[config.mk]
export PLATFORM = sky130hd
export DESIGN_NAME = monolith_perm_ctrl
export DESIGN_NICKNAME = d
export VERILOG_FILES = /design/src/rtl/monolith_pkg.sv /design/src/rtl/monolith_perm_ctrl.sv
export SDC_FILE = /design/constraint.sdc
export NUM_CORES = 1
export LEC_CHECK = 0
export CAP_MARGIN = 20
export CORE_AREA = 2 2 417 419
export DETAILED_ROUTE_END_ITERATION = 12
export DIE_AREA = 0 0 419 421
export PLACE_DENSITY = 0.35
export SYNTH_ARGS = -nofsm -noshare
export SYNTH_HDL_FRONTEND = slang
export SYNTH_SLANG_ARGS = --single-unit
[constraint.sdc]
create_clock -name clk -period 4.3 [get_ports clk]
set_clock_uncertainty 0.2 [all_clocks]
set_input_delay 0.86 -clock clk [delete_from_list [all_inputs] [get_ports clk]]
set_output_delay 0.86 -clock clk [all_outputs]
set_load 0.01 [all_outputs]
[src/rtl/monolith_pkg.sv]
// Shared types and constants for the Monolith permutation controller and round core.
package monolith_pkg;

   localparam int unsigned ELEM_W  = 31;
   localparam int unsigned STATE_W = 16;
   localparam int unsigned IDX_W   = 4;
   localparam int unsigned RND_W   = 3;

   localparam logic [ELEM_W-1:0] P = 31'h7FFFFFFF;

   typedef logic [ELEM_W-1:0] elem_t;
   typedef elem_t [STATE_W-1:0] state_t;

   typedef enum logic [1:0] {
      LOAD  = 2'd0,
      START = 2'd1,
      WAIT  = 2'd2,
      DRAIN = 2'd3
   } ctrl_state_e;

   // Canonical representative mod p: the only non-canonical 31-bit value is p itself.
   function automatic elem_t reduce_p(input elem_t x);
      return (x == P) ? '0 : x;
   endfunction

endpackage

[src/rtl/monolith_perm_ctrl.sv]
// Sequences NUM_ROUNDS round-core invocations over a 16-word state loaded and
// drained through serial valid/ready streams.
module monolith_perm_ctrl
   import monolith_pkg::*;
#(
   parameter int unsigned NUM_ROUNDS = 6
) (
   input  logic              clk,
   input  logic              reset,
   input  logic              in_valid,
   output logic              in_ready,
   input  elem_t             in_data,
   output logic              out_valid,
   input  logic              out_ready,
   output elem_t             out_data,
   output logic              out_last,
   output logic              rnd_start,
   output logic [RND_W-1:0]  rnd_index,
   output state_t            rnd_state_in,
   input  logic              rnd_valid,
   input  state_t            rnd_state_out,
   output logic              busy
);

   localparam logic [IDX_W-1:0] LAST_IDX  = IDX_W'(STATE_W - 1);
   localparam logic [RND_W-1:0] LAST_RND  = RND_W'(NUM_ROUNDS - 1);

   ctrl_state_e       fsm_q, fsm_nx;
   state_t            st_q, st_nx;
   logic [IDX_W-1:0]  load_idx_q, load_idx_nx;
   logic [IDX_W-1:0]  out_idx_q, out_idx_nx;
   logic [RND_W-1:0]  round_q, round_nx;

   // Next-state, datapath and index updates.
   always_comb begin
      fsm_nx      = fsm_q;
      st_nx       = st_q;
      load_idx_nx = load_idx_q;
      out_idx_nx  = out_idx_q;
      round_nx    = round_q;
      case (fsm_q)
         LOAD: begin
            if (in_valid && in_ready) begin
               st_nx[load_idx_q] = reduce_p(in_data);
               if (load_idx_q == LAST_IDX) begin
                  load_idx_nx = '0;
                  fsm_nx      = START;
               end else begin
                  load_idx_nx = load_idx_q + IDX_W'(1);
               end
            end
         end
         START: begin
            fsm_nx = WAIT;
         end
         WAIT: begin
            if (rnd_valid) begin
               st_nx = rnd_state_out;
               if (round_q == LAST_RND) begin
                  fsm_nx = DRAIN;
               end else begin
                  round_nx = round_q + RND_W'(1);
                  fsm_nx   = START;
               end
            end
         end
         DRAIN: begin
            if (out_valid && out_ready) begin
               if (out_idx_q == LAST_IDX) begin
                  out_idx_nx = '0;
                  round_nx   = '0;
                  fsm_nx     = LOAD;
               end else begin
                  out_idx_nx = out_idx_q + IDX_W'(1);
               end
            end
         end
         default: begin
            fsm_nx = LOAD;
         end
      endcase
   end

   // Control state and registered outputs, all decoded from the next state.
   always_ff @(posedge clk or posedge reset) begin
      if (reset) begin
         fsm_q      <= LOAD;
         load_idx_q <= '0;
         out_idx_q  <= '0;
         round_q    <= '0;
         in_ready   <= 1'b0;
         busy       <= 1'b0;
         rnd_start  <= 1'b0;
         out_valid  <= 1'b0;
         out_last   <= 1'b0;
         out_data   <= '0;
      end else begin
         fsm_q      <= fsm_nx;
         load_idx_q <= load_idx_nx;
         out_idx_q  <= out_idx_nx;
         round_q    <= round_nx;
         in_ready   <= (fsm_nx == LOAD);
         busy       <= (fsm_nx != LOAD);
         rnd_start  <= (fsm_nx == START);
         out_valid  <= (fsm_nx == DRAIN);
         out_last   <= (fsm_nx == DRAIN) && (out_idx_nx == LAST_IDX);
         out_data   <= (fsm_nx == DRAIN) ? st_nx[out_idx_nx] : '0;
      end
   end

   // State words are always fully rewritten by a load before use, so no reset.
   always_ff @(posedge clk) begin
      st_q <= st_nx;
   end

   assign rnd_state_in = st_q;
   assign rnd_index    = round_q;

endmodule

==> impl_metrics.json <==
{
  "syn_nets": 3305,
  "drtAntennaViolNets": 0,
  "critPathTopFamily": "simple AND/OR/NAND/NOR gates",
  "arrival_ns": 4.48,
  "path_cells": "clkdlybuf4s50_1 > nand4_1 > buf_4 > nor4_1 > nand2_1 > buf_4 > nand2_1 > buf_12 > a21oi_1 > a221oi_1 > and4_1 > a211oi_1",
  "drt_iter0_drc": 2962,
  "grt_overflow": 0,
  "async_flop_share_pct": 8.99,
  "viasPerCell": 4.92,
  "h-tree-depth": 3,
  "cts_tree": "yes",
  "dr.pass1.iters": 6,
  "synthCells": 2766,
  "netlist_area_um2": 24100,
  "n_fill_cell": 18700,
  "ff_latch_area_um2": 11200,
  "startpoint_type": "primary input",
  "multiInputGateArea_um2": 11900,
  "status": "complete, no violations",
  "grt_max_degree": 64,
  "top_layer": "met5",
  "finalCriticalPeriod_ns": 4.10,
  "setup_ws_ns": 0.201,
  "hold_slack_ns": 0.316,
  "postCtsSetupBuffers": 0,
  "netlist.area_leader.share_pct": 41.2,
  "critPathSlowestCell": "clkdlybuf4s50_1",
  "io_pins": 1067,
  "ys_ff_latch": 545,
  "synthTopCellsByArea": "dfxtp_1, o22ai_1, a21oi_1, dfrtp_1, a211oi_1",
  "ys_seq_area_share_pct": 46.3,
  "ctsResizeCount": 0,
  "max-cap-violations": 0,
  "final_util_pct": 25.4,
  "relSlewSlack_pct": 31.3,
  "wl_per_cell_um": 40.0,
  "port_buffers": 1066,
  "wl_met1_um": 105000,
  "ir_drop_uv": 327,
  "critPathKind": "primary input to flip-flop",
  "setup-violations-final": 0,
  "clock-root-buffer": "clkbuf_16",
  "start_util_pct": 14.0,
  "clk_pin_slew_ns": 0.06,
  "drc": 0,
  "pre_cts_ws_ns": -0.471,
  "worst_ep_required_time_ns": 4.68,
  "cp-end-kind": "flip-flop",
  "cp_max_fo": 18,
  "hold_class": "flip-flop to flip-flop",
  "synth-edff-count": 0,
  "max_stage_delay_ns": 0.75,
  "cts.sinks": 545,
  "synth.distinct_cells": 70,
  "drive_gt1_share_pct": 16.0,
  "fin_nets": 4599,
  "hold_buffers": 0,
  "finalMaxSlewViolations": 0,
  "antenna_found_initial": 74,
  "wl_um": 259000,
  "rsz0062_at_grt": "false",
  "rows": 153,
  "max_freq_mhz": 244,
  "tightest_slew_ns": 1.03,
  "p_leak_nw": 16.5,
  "dieHeight_um": 421,
  "hpwl_um": 210000,
  "clockBufferDepth": 3,
  "power.total_w": 0.0390,
  "routabilityCongestion": 0.939,
  "clock_latency_ns": 0.71,
  "core_um2": 172000,
  "cts_made_buffers": 78,
  "dieArea_um2": 176000,
  "die_x_um": 419,
  "route.met2.wl_um": 126000,
  "track_usage_pct": 28.3,
  "synth_top_flop_cell": "dfxtp_1",
  "wl_met3_um": 15700,
  "path_buf_inv": 4,
  "grt_pass1_vias": 31900,
  "yosys.area.top_type": "dfxtp_1",
  "hold_viol_final": 0,
  "syn_avg_cell_area_um2": 8.72,
  "grt_pass1_wl_um": 332000,
  "synthToLayoutAreaGrowth_pct": 81.9,
  "power_per_cell_area_nw_per_um2": 890,
  "dr_total_vias": 31900,
  "ys_warn_count": 0,
  "period_share_pct": 95.3
}
-- cells in the mapped netlist (13+ instances only) --
cell / n
dfxtp_1: 496
a21oi_1: 441
o22ai_1: 434
clkbuf_1: 153
o21ai_0: 153
nand2_1: 152
a211oi_1: 129
buf_2: 88
a22oi_1: 83
nor2_1: 74
a22o_1: 58
buf_1: 50
dfrtp_1: 49
mux2i_1: 34
a221oi_1: 32
o211ai_1: 32
inv_1: 31
nand3_1: 27
nand4_1: 24
nor3_1: 18
a222oi_1: 13
-- where the power goes --
group / switching [W] / internal (W) / leakage [nW]
logic: 0.0131 / 0.00913 / 10.4
registers: 0.00231 / 0.00766 / 4.81
clock network: 0.00292 / 0.00393 / 1.27
total: 0.0183 / 0.0207 / 16.5
-- stage by stage --
step	area [um^2]	TNS, ns	cells
final	43900	0	6474
after global routing	43800	0	6464
after CTS	43800	0	6445
after detailed placement	41100	-6.49	6304
after global placement	41100	-6.36	6303
after floorplan	24100	0	2766
-- worst register-to-register path, cell delays in order, from the launching register on --
cell,delay [ns]
dfrtp_2,0.56
or3b_2,0.54
a21oi_2,0.20
nor2b_4,0.39
buf_4,0.49
o22ai_1,0.20
a21oi_1,0.48
mux2i_1,0.16
a32oi_1,0.46
and3_1,0.23
-- layer usage --
metal | track usage, % | up-vias
met5 | 0 | -
met4 | 11.4 | 40
li1 | - | 13500
met1 | 34.2 | 16600
met2 | 48.5 | 1440
met3 | 5.76 | 369
-- placed cells by master (no fill, tap or decap), types with 9 or more instances in the layout --
master	synthesis	layout
a211oi_1	129	121
a21oi_1	441	438
a221oi_1	32	32
a222oi_1	13	13
a22o_1	58	58
a22oi_1	83	83
a32oi_1	10	10
buf_12	0	83
buf_4	4	362
clkbuf_1	153	18
clkbuf_16	0	78
clkbuf_8	0	17
clkdlybuf4s50_1	0	1066
clkinv_2	0	10
dfrtp_1	49	47
dfxtp_1	496	496
diode_2	0	28
inv_1	31	28
mux2_2	10	10
mux2i_1	34	34
nand2_1	152	150
nand3_1	27	27
nand4_1	24	24
nor2_1	74	48
nor2_2	0	16
nor2_4	1	11
nor3_1	18	9
nor3_2	0	9
o211ai_1	32	32
o21a_1	9	9
o21ai_0	153	153
o22ai_1	434	434
or3_1	10	10
-- cell families after synthesis --
family | synth area share, %
compound gates | 39.0
flops | 46.3
fa+ha+maj | 0.363
xor+xnor | 0.0363
mux | 1.88
buf+inv | 5.76
simple gates | 6.71
-- layout make-up --
cell class | instances | area share [%]
Timing Repair Buffer | 1513 | 34.4
Multi-Input combinational cell | 1891 | 27.1
Sequential cell | 545 | 25.4
Tap cell | 2325 | 6.63
Clock buffer | 113 | 5.14
Clock inverter | 28 | 0.850
Inverter | 31 | 0.280
Antenna cell | 28 | 0.160
-- final timing paths --
check / from / endpoint / slack [ns] / depth (start not counted)
worst max-delay path: in_data[4] / out_data[27]$_DFF_PP0_ / 0.20 / 12
min in group asynchronous: reset / out_data[1]$_DFF_PP0_ / 0.48 / 2
worst min-delay path: rnd_state_in[494]$_DFF_P_ / rnd_state_in[494]$_DFF_P_ / 0.32 / 2
max in group asynchronous: reset / fsm_q[0]$_DFF_PP0_ / 2.59 / 3
worst min register to register: rnd_state_in[494]$_DFF_P_ / rnd_state_in[494]$_DFF_P_ / 0.32 / 2
worst max register to register: fsm_q[1]$_DFF_PP0_ / out_data[11]$_DFF_PP0_ / 0.34 / 9
-- sequential cells by signal (all words and copies together), names as in the netlist --
signal and cells:
out_idx_q 4, fsm_q 2, load_idx_q 4, out_valid 1, out_data 31, in_ready 1
rnd_start 1, rnd_state_in 496, out_last 1, rnd_index 3, busy 1
Power figures use the tool's default switching activity.
